`config.mk`:
```
export PLATFORM = sky130hd
export DESIGN_NAME = fp_mul_div_seq
export DESIGN_NICKNAME = d
export VERILOG_FILES = /design/src/rtl/fp_mul_div_seq.sv
export SDC_FILE = /design/constraint.sdc
export NUM_CORES = 2
export LEC_CHECK = 0
export ABC_AREA = 1
export CORE_MARGIN = 3
export CORE_UTILIZATION = 38
export CTS_CLUSTER_SIZE = 25
export DETAILED_ROUTE_END_ITERATION = 6
export MAX_ROUTING_LAYER = met4
export PLACE_DENSITY = 0.65
export SYNTH_ARGS = -nofsm -noshare
export SYNTH_HDL_FRONTEND = slang
export SYNTH_SLANG_ARGS = --single-unit
```
`constraint.sdc`:
```
create_clock -name clk -period 11 [get_ports clk]
set_input_delay 1.1 -clock clk [delete_from_list [all_inputs] [get_ports clk]]
set_output_delay 1.1 -clock clk [all_outputs]
set_load 0.05 [all_outputs]
```
`src/rtl/fp_mul_div_seq.sv`:
```
// fp_mul_div_seq: sequential IEEE-754-style multiply/divide, one op in flight, RNE rounding.
// Define FP_STICKY_FLAGS_EN to add flag_clr / sticky_flags accumulation across results.
module fp_mul_div_seq #(
    parameter int EXP_W = 8,
    parameter int MAN_W = 23,
    localparam int W = 1 + EXP_W + MAN_W
) (
    input  logic         clk,
    input  logic         arst,
    input  logic         en,
    input  logic         in_valid,
    output logic         in_ready,
    input  logic [W-1:0] a,
    input  logic [W-1:0] b,
    input  logic         sel,
    output logic         out_valid,
    input  logic         out_ready,
    output logic [W-1:0] R,
    output logic         io_flag,
    output logic         dz_flag,
    output logic         of_flag,
    output logic         uf_flag,
    output logic         i_flag,
`ifdef FP_STICKY_FLAGS_EN
    input  logic         flag_clr,
    output logic [4:0]   sticky_flags,
`endif
    output logic [2:0]   dbg_state
);
    // Handshakes: a transfer occurs on a rising edge where valid && ready && en are all high;
    // the source holds valid and data stable until that edge.
    localparam int BIAS = 2**(EXP_W-1) - 1;
    localparam int PW = 2*MAN_W + 2;
    localparam int QW = MAN_W + 4;
    localparam int EW = EXP_W + 2;
    localparam int CW = $clog2(QW + 1);
    localparam logic signed [EW-1:0] BIAS_S = EW'(BIAS);
    localparam logic signed [EW-1:0] EMAX_S = EW'(2**EXP_W - 1);
    localparam logic signed [EW-1:0] ONE_S  = EW'(1);
    localparam logic signed [EW-1:0] ZERO_S = '0;
    localparam logic [W-1:0] QNAN = {1'b0, {EXP_W{1'b1}}, 1'b1, {(MAN_W-1){1'b0}}};

    typedef enum logic [2:0] {S_IDLE, S_UNPACK, S_MUL, S_DIV, S_NORM, S_ROUND, S_DONE} state_t;

    state_t                 state_q, state_d;
    logic [W-1:0]           a_q, a_d, b_q, b_d, r_q, r_d;
    logic                   sel_q, sel_d, sign_q, sign_d, special_q, special_d;
    logic [PW-1:0]          prod_q, prod_d;
    logic [QW-1:0]          quo_q, quo_d;
    logic [MAN_W+1:0]       rem_q, rem_d;
    logic [CW-1:0]          cnt_q, cnt_d;
    logic signed [EW-1:0]   exp_q, exp_d;
    logic [MAN_W:0]         sig_q, sig_d;
    logic [2:0]             grs_q, grs_d;
    logic [4:0]             flags_q, flags_d;

    logic [EXP_W-1:0]       ea, eb;
    logic [MAN_W-1:0]       ma, mb;
    logic [MAN_W:0]         sig_a, sig_b;
    logic                   nan_a, nan_b, inf_a, inf_b, zero_a, zero_b, snan_a, snan_b, res_sign;
    logic signed [EW-1:0]   ea_s, eb_s, exp_r;
    logic                   div_ge, rinc;
    logic [MAN_W+1:0]       div_diff, msum;
    logic [PW-1:0]          pn;
    logic [QW-1:0]          qn;
    logic [MAN_W-1:0]       frac;

    // Subnormals (exp field 0) are treated as zero throughout.
    assign ea       = a_q[W-2 -: EXP_W];
    assign eb       = b_q[W-2 -: EXP_W];
    assign ma       = a_q[MAN_W-1:0];
    assign mb       = b_q[MAN_W-1:0];
    assign nan_a    = (&ea) & (|ma);
    assign nan_b    = (&eb) & (|mb);
    assign inf_a    = (&ea) & ~(|ma);
    assign inf_b    = (&eb) & ~(|mb);
    assign zero_a   = ~(|ea);
    assign zero_b   = ~(|eb);
    assign snan_a   = nan_a & ~ma[MAN_W-1];
    assign snan_b   = nan_b & ~mb[MAN_W-1];
    assign sig_a    = {1'b1, ma};
    assign sig_b    = {1'b1, mb};
    assign res_sign = a_q[W-1] ^ b_q[W-1];
    assign ea_s     = $signed({2'b00, ea});
    assign eb_s     = $signed({2'b00, eb});

    assign div_ge   = rem_q >= {1'b0, sig_b};
    assign div_diff = div_ge ? rem_q - {1'b0, sig_b} : rem_q;

    // Left-align product/quotient so the leading one sits in the MSB; bit 0 fills with zero.
    assign pn = prod_q[PW-1] ? prod_q : {prod_q[PW-2:0], 1'b0};
    assign qn = quo_q[QW-1]  ? quo_q  : {quo_q[QW-2:0], 1'b0};

    assign rinc  = grs_q[2] & (grs_q[1] | grs_q[0] | sig_q[0]);
    assign msum  = {1'b0, sig_q} + {{(MAN_W+1){1'b0}}, rinc};
    assign exp_r = exp_q + (msum[MAN_W+1] ? ONE_S : ZERO_S);
    assign frac  = msum[MAN_W+1] ? msum[MAN_W:1] : msum[MAN_W-1:0];

    always_comb begin
        state_d   = state_q;
        a_d       = a_q;
        b_d       = b_q;
        sel_d     = sel_q;
        sign_d    = sign_q;
        special_d = special_q;
        prod_d    = prod_q;
        quo_d     = quo_q;
        rem_d     = rem_q;
        cnt_d     = cnt_q;
        exp_d     = exp_q;
        sig_d     = sig_q;
        grs_d     = grs_q;
        r_d       = r_q;
        flags_d   = flags_q;
        if (en) begin
            case (state_q)
                S_IDLE: if (in_valid) begin
                    a_d     = a;
                    b_d     = b;
                    sel_d   = sel;
                    state_d = S_UNPACK;
                end
                S_UNPACK: begin
                    sign_d    = res_sign;
                    special_d = 1'b1;
                    state_d   = S_ROUND;
                    flags_d   = '0;
                    rem_d     = {1'b0, sig_a};
                    quo_d     = '0;
                    cnt_d     = '0;
                    exp_d     = sel_q ? ea_s - eb_s + BIAS_S : ea_s + eb_s - BIAS_S;
                    if (nan_a || nan_b) begin
                        r_d     = QNAN;
                        flags_d = {snan_a | snan_b, 4'b0000};
                    end else if (!sel_q) begin
                        if ((zero_a && inf_b) || (inf_a && zero_b)) begin
                            r_d     = QNAN;
                            flags_d = 5'b10000;
                        end else if (inf_a || inf_b) begin
                            r_d = {res_sign, {EXP_W{1'b1}}, {MAN_W{1'b0}}};
                        end else if (zero_a || zero_b) begin
                            r_d = {res_sign, {(W-1){1'b0}}};
                        end else begin
                            special_d = 1'b0;
                            state_d   = S_MUL;
                        end
                    end else begin
                        if ((inf_a && inf_b) || (zero_a && zero_b)) begin
                            r_d     = QNAN;
                            flags_d = 5'b10000;
                        end else if (inf_a) begin
                            r_d = {res_sign, {EXP_W{1'b1}}, {MAN_W{1'b0}}};
                        end else if (zero_b) begin
                            r_d     = {res_sign, {EXP_W{1'b1}}, {MAN_W{1'b0}}};
                            flags_d = 5'b01000;
                        end else if (inf_b || zero_a) begin
                            r_d = {res_sign, {(W-1){1'b0}}};
                        end else begin
                            special_d = 1'b0;
                            state_d   = S_DIV;
                        end
                    end
                end
                S_MUL: begin
                    prod_d  = PW'(sig_a) * PW'(sig_b);
                    state_d = S_NORM;
                end
                // Restoring division: one quotient bit per cycle, first bit is the integer bit.
                S_DIV: begin
                    rem_d = div_diff << 1;
                    quo_d = {quo_q[QW-2:0], div_ge};
                    cnt_d = cnt_q + CW'(1);
                    if (cnt_q == CW'(QW-1)) state_d = S_NORM;
                end
                S_NORM: begin
                    if (!sel_q) begin
                        sig_d = pn[PW-1 -: MAN_W+1];
                        grs_d = {pn[PW-MAN_W-2], pn[PW-MAN_W-3], |pn[PW-MAN_W-4:0]};
                        exp_d = exp_q + (prod_q[PW-1] ? ONE_S : ZERO_S);
                    end else begin
                        sig_d = qn[QW-1 -: MAN_W+1];
                        grs_d = {qn[2], qn[1], qn[0] | (|rem_q)};
                        exp_d = exp_q - (quo_q[QW-1] ? ZERO_S : ONE_S);
                    end
                    state_d = S_ROUND;
                end
                S_ROUND: begin
                    if (!special_q) begin
                        if (exp_r >= EMAX_S) begin
                            r_d     = {sign_q, {EXP_W{1'b1}}, {MAN_W{1'b0}}};
                            flags_d = 5'b00101;
                        end else if (exp_r <= ZERO_S) begin
                            r_d     = {sign_q, {(W-1){1'b0}}};
                            flags_d = 5'b00011;
                        end else begin
                            r_d     = {sign_q, exp_r[EXP_W-1:0], frac};
                            flags_d = {4'b0000, |grs_q};
                        end
                    end
                    state_d = S_DONE;
                end
                S_DONE: if (out_ready) begin
                    state_d = S_IDLE;
                    flags_d = '0;
                end
                default: state_d = S_IDLE;
            endcase
        end
    end

`ifdef FP_STICKY_FLAGS_EN
    logic [4:0] sticky_q, sticky_d;
    logic       out_hs;

    assign out_hs = en && (state_q == S_DONE) && out_ready;

    always_comb begin
        sticky_d = sticky_q;
        if (en && flag_clr) sticky_d = out_hs ? flags_q : 5'b00000;
        else if (out_hs)    sticky_d = sticky_q | flags_q;
    end

    always_ff @(posedge clk or posedge arst) begin
        if (arst) sticky_q <= '0;
        else      sticky_q <= sticky_d;
    end

    assign sticky_flags = sticky_q;
`endif

    always_ff @(posedge clk or posedge arst) begin
        if (arst) begin
            state_q   <= S_IDLE;
            a_q       <= '0;
            b_q       <= '0;
            sel_q     <= 1'b0;
            sign_q    <= 1'b0;
            special_q <= 1'b0;
            prod_q    <= '0;
            quo_q     <= '0;
            rem_q     <= '0;
            cnt_q     <= '0;
            exp_q     <= '0;
            sig_q     <= '0;
            grs_q     <= '0;
            r_q       <= '0;
            flags_q   <= '0;
        end else begin
            state_q   <= state_d;
            a_q       <= a_d;
            b_q       <= b_d;
            sel_q     <= sel_d;
            sign_q    <= sign_d;
            special_q <= special_d;
            prod_q    <= prod_d;
            quo_q     <= quo_d;
            rem_q     <= rem_d;
            cnt_q     <= cnt_d;
            exp_q     <= exp_d;
            sig_q     <= sig_d;
            grs_q     <= grs_d;
            r_q       <= r_d;
            flags_q   <= flags_d;
        end
    end

    assign in_ready  = (state_q == S_IDLE) && en;
    assign out_valid = (state_q == S_DONE);
    assign R         = r_q;
    assign {io_flag, dz_flag, of_flag, uf_flag, i_flag} = flags_q;
    assign dbg_state = state_q;

endmodule
```
==> summary.md <==
| Metric | Value |
|---|---|
| Fill count | 9,191 |
| CP Data Required Time | ~11 ns |
| Final Hold Vio Count | 0 |
| Worst reg2reg setup slack | approximately 3.5 ns |
| Final min period | 7.48 ns |
| CTS tree | yes |
| Share of cells above drive strength 1 | under 10% |
| Clk_lat worst skew | just over 0.6 ns |
| Largest net degree at the start of global routing | ~120 |
| Detailed-route DRC error count | 0 |
| Cell variety after synth | between 50 and 60 |
| Worst-Margin Slew | 1.19 ns |
| Nets@finish | approximately 5,500 |
| Fin. max-slew vios | 0 |
| Largest cells by area after synthesis | fa_1 (28%), dfrtp_1 (18%), inv_1 (13%) |
| DRT iter0 DRCs | 2,346 |
| First-pass GRT wire length | roughly 170,000 um |
| Core region area | 0.0904 mm^2 |
| Area leader, netlist | fa_1 |
| Area share of the largest cell type after synthesis | between 20 and 30% |
| Post-CTS setup buffers | 0 |
| WL/cell | 18.0 um |
| Final worst path period share | about two thirds |
| Total negative slack | 0 ns |
| Post-DP HPWL | between 80,000 and 90,000 um |
| Ports | roughly 110 |
| Hold Path Stages | 2 |
| Storage element area | 0.00623 mm^2 |
| Startpoint types | register |
| Final core utilization | 42.1% |
| Vias in the first global route | around 31,000 |
| Die area | about 0.095 mm^2 |
| Via-per-instance ratio | around 5 |
| Synth Area per Inst | ~7.5 um^2 |
| Slowest stage delay, CP | between 1 and 1.5 ns |
| Setup CP Type | register to register |
| I/O Buffers | between 100 and 150 |
| Post-CTS resize count | 0 |
| Worst-path clk slew | ~0.06 ns |
| Site row count | 110 |
| Critical Path, Cell by Cell | nand2_1, fa_1, inv_1, fa_1, inv_1, fa_1, fa_1, inv_1, fa_1, fa_1, inv_1, fa_1, inv_1, ha_1, nand2_1, nor2_1, inv_1, nor2_1, inv_1, o21ai_0, a21oi_1, xor2_1, o21ai_0 |
| Critical Path Source | a_q[15] |
| CP max-delay cell | dfrtp_1 |
| H-tree levels | 1 |
| Most used DFF post-synth | dfrtp_1 |
| Register area share after synthesis | between 10% and 20% |
| R2R Path End | prod_q[27] |
| Hold endpoint | R[29] |
| Global placement routability congestion | roughly 0.99 |
| Die width | about 310 um |
| Endpoints failing setup | 0 |
| CP arrival | about 8.0 ns |
| RSZ-0062 raised after global routing | false |
| Area added between synthesis and finish | 9.40% |
| Initial Util | about two fifths |
| Worst Hold Launch | R[29] |
| Clock Skew | 0.0412 ns |
| CTS Hold Bufs | 0 |
| Max cap viols | 0 |
| Most frequent cells after synthesis | inv_1 (1,197), nand2_1 (1,099), fa_1 (486), o21ai_0 (274), dfrtp_1 (249) |
| Yosys reg bits | ~250 |
| Max-slew headroom | 20.6% |
| HP Class | register to register |
| GRT overflow | 0 |
| Number of buffers created by CTS | 30 |
| F_max | around 0.13 GHz |
| RR Startpoint | a_q[15] |
| Most common cell in the netlist | inv_1 |
| CP endpoint kind | register |
| Via count | 29,800 |
| Post-Synthesis Cells | 4,650 |
| GRT Overall Usage | between 20% and 30% |
| Ant. Diodes | 0 |
| Clock buffer depth | 3 |
| Critical Path Fanout Max | 25 |
| Die height | 309 um |
| Post-synth EDFFs | 0 |
| Ys Warns | 0 |
| Cell Area, Synth | approximately 0.035 mm^2 |
| Area of the multi-input gates | 0.0234 mm^2 |
| Initial antenna violation count | 0 |
| R2R cell count | 23 |
| Clk sinks | about 250 |
| Run status | finished clean |
| First-pass DRT Iterations | 6 |
| Ys async rst share | between 90% and 100% |
| Final wirelength | between 100,000 and 150,000 um |
| Root Buffer | clkbuf_16 |
| Net Count, Synth | around 5,400 |
| Antenna-violating nets left | 0 |
## layout make-up
cell class	instances	share of cell area [%]
Clock buffer	42	2.19
Clock inverter	12	0.443
Multi-Input combinational cell	3017	61.3
Tap cell	1176	3.86
Timing Repair Buffer	160	3.88
Sequential cell	249	16.3
Inverter	1216	12.0
## how the worst max path moves through the flow
stage                  to  slack, ns
6_report       prod_q[27]       3.52
5_1_grt        prod_q[27]       3.14
4_1_cts        prod_q[27]       3.53
3_5_place_dp   prod_q[27]       3.50
3_3_place_gp   prod_q[27]       3.49
2_1_floorplan        R[0]       3.06
## cells in the final DEF, fill, tap and decap left out, drive strengths merged, types with 18 or more instances in the layout
master	instances
nand2	1105
ha	234
o21ai	303
clkbuf	42
o211ai	21
inv	1215
xnor2	21
buf	49
a21oi	172
nor3	22
clkdlybuf4s50	111
nand3	155
nand4	60
o22ai	46
xor2	45
o21bai	18
fa	486
nor2	245
dfrtp	249
## layer usage
metal | vias to the layer above | wire (um) | part of all wire, % | GRT usage [%]
met5 | - | 0 | 0 | -
li1 | 14000 | - | - | -
met4 | 0 | 3310 | 3.1 | 6.45
met2 | 1031 | 49400 | 47 | 37.7
met1 | 14600 | 45900 | 43 | 30.4
met3 | 198 | 7120 | 6.7 | 3.02
## flip-flops by register name (all words and copies together), names as in the netlist
name       flops
R             32
special_q      1
prod_q        48
exp_q         10
grs_q          3
cnt_q          5
dbg_state      3
a_q           32
b_q           32
flags_q        5
quo_q         27
sig_q         24
rem_q         25
sign_q         1
sel_q          1
## per-stage QoR
step           setup WS (ns)  cells  area [um^2]  hold WS, ns
3_5_place_dp            3.50   5818        37100        0.469
4_1_cts                 3.53   5872        38100        0.484
3_3_place_gp            3.49   5818        37100        0.467
5_1_grt                 3.14   5872        38100        0.501
6_report                3.52   5872        38100        0.480
2_1_floorplan           3.06   4650        34800        0.446
## worst max-delay path: cells and delay by family (launching register included)
| kind | cells | cell delay, ns |
|---|---|---|
| AOI/OAI and AO/OA | 3 | 0.94 |
| xor gates and xnor gates | 1 | 0.38 |
| adders and majority gates | 8 | 3.90 |
| buffers and inverters | 7 | 0.43 |
| DFF | 1 | 1.13 |
| and+or+nand+nor | 4 | 0.57 |
## logic make-up after synthesis
group	synth area share, %
AO/OA/AOI/OAI	9.73
multiplexers	0.0646
AND/OR/NAND/NOR	19.2
flip-flops	17.9
buffers and inverters	15.1
XOR/XNOR	1.70
adder cells (fa/ha/maj)	36.3
Power is not shown: default switching activity piles up to over one toggle a cycle in this logic, so the estimate is an artifact.
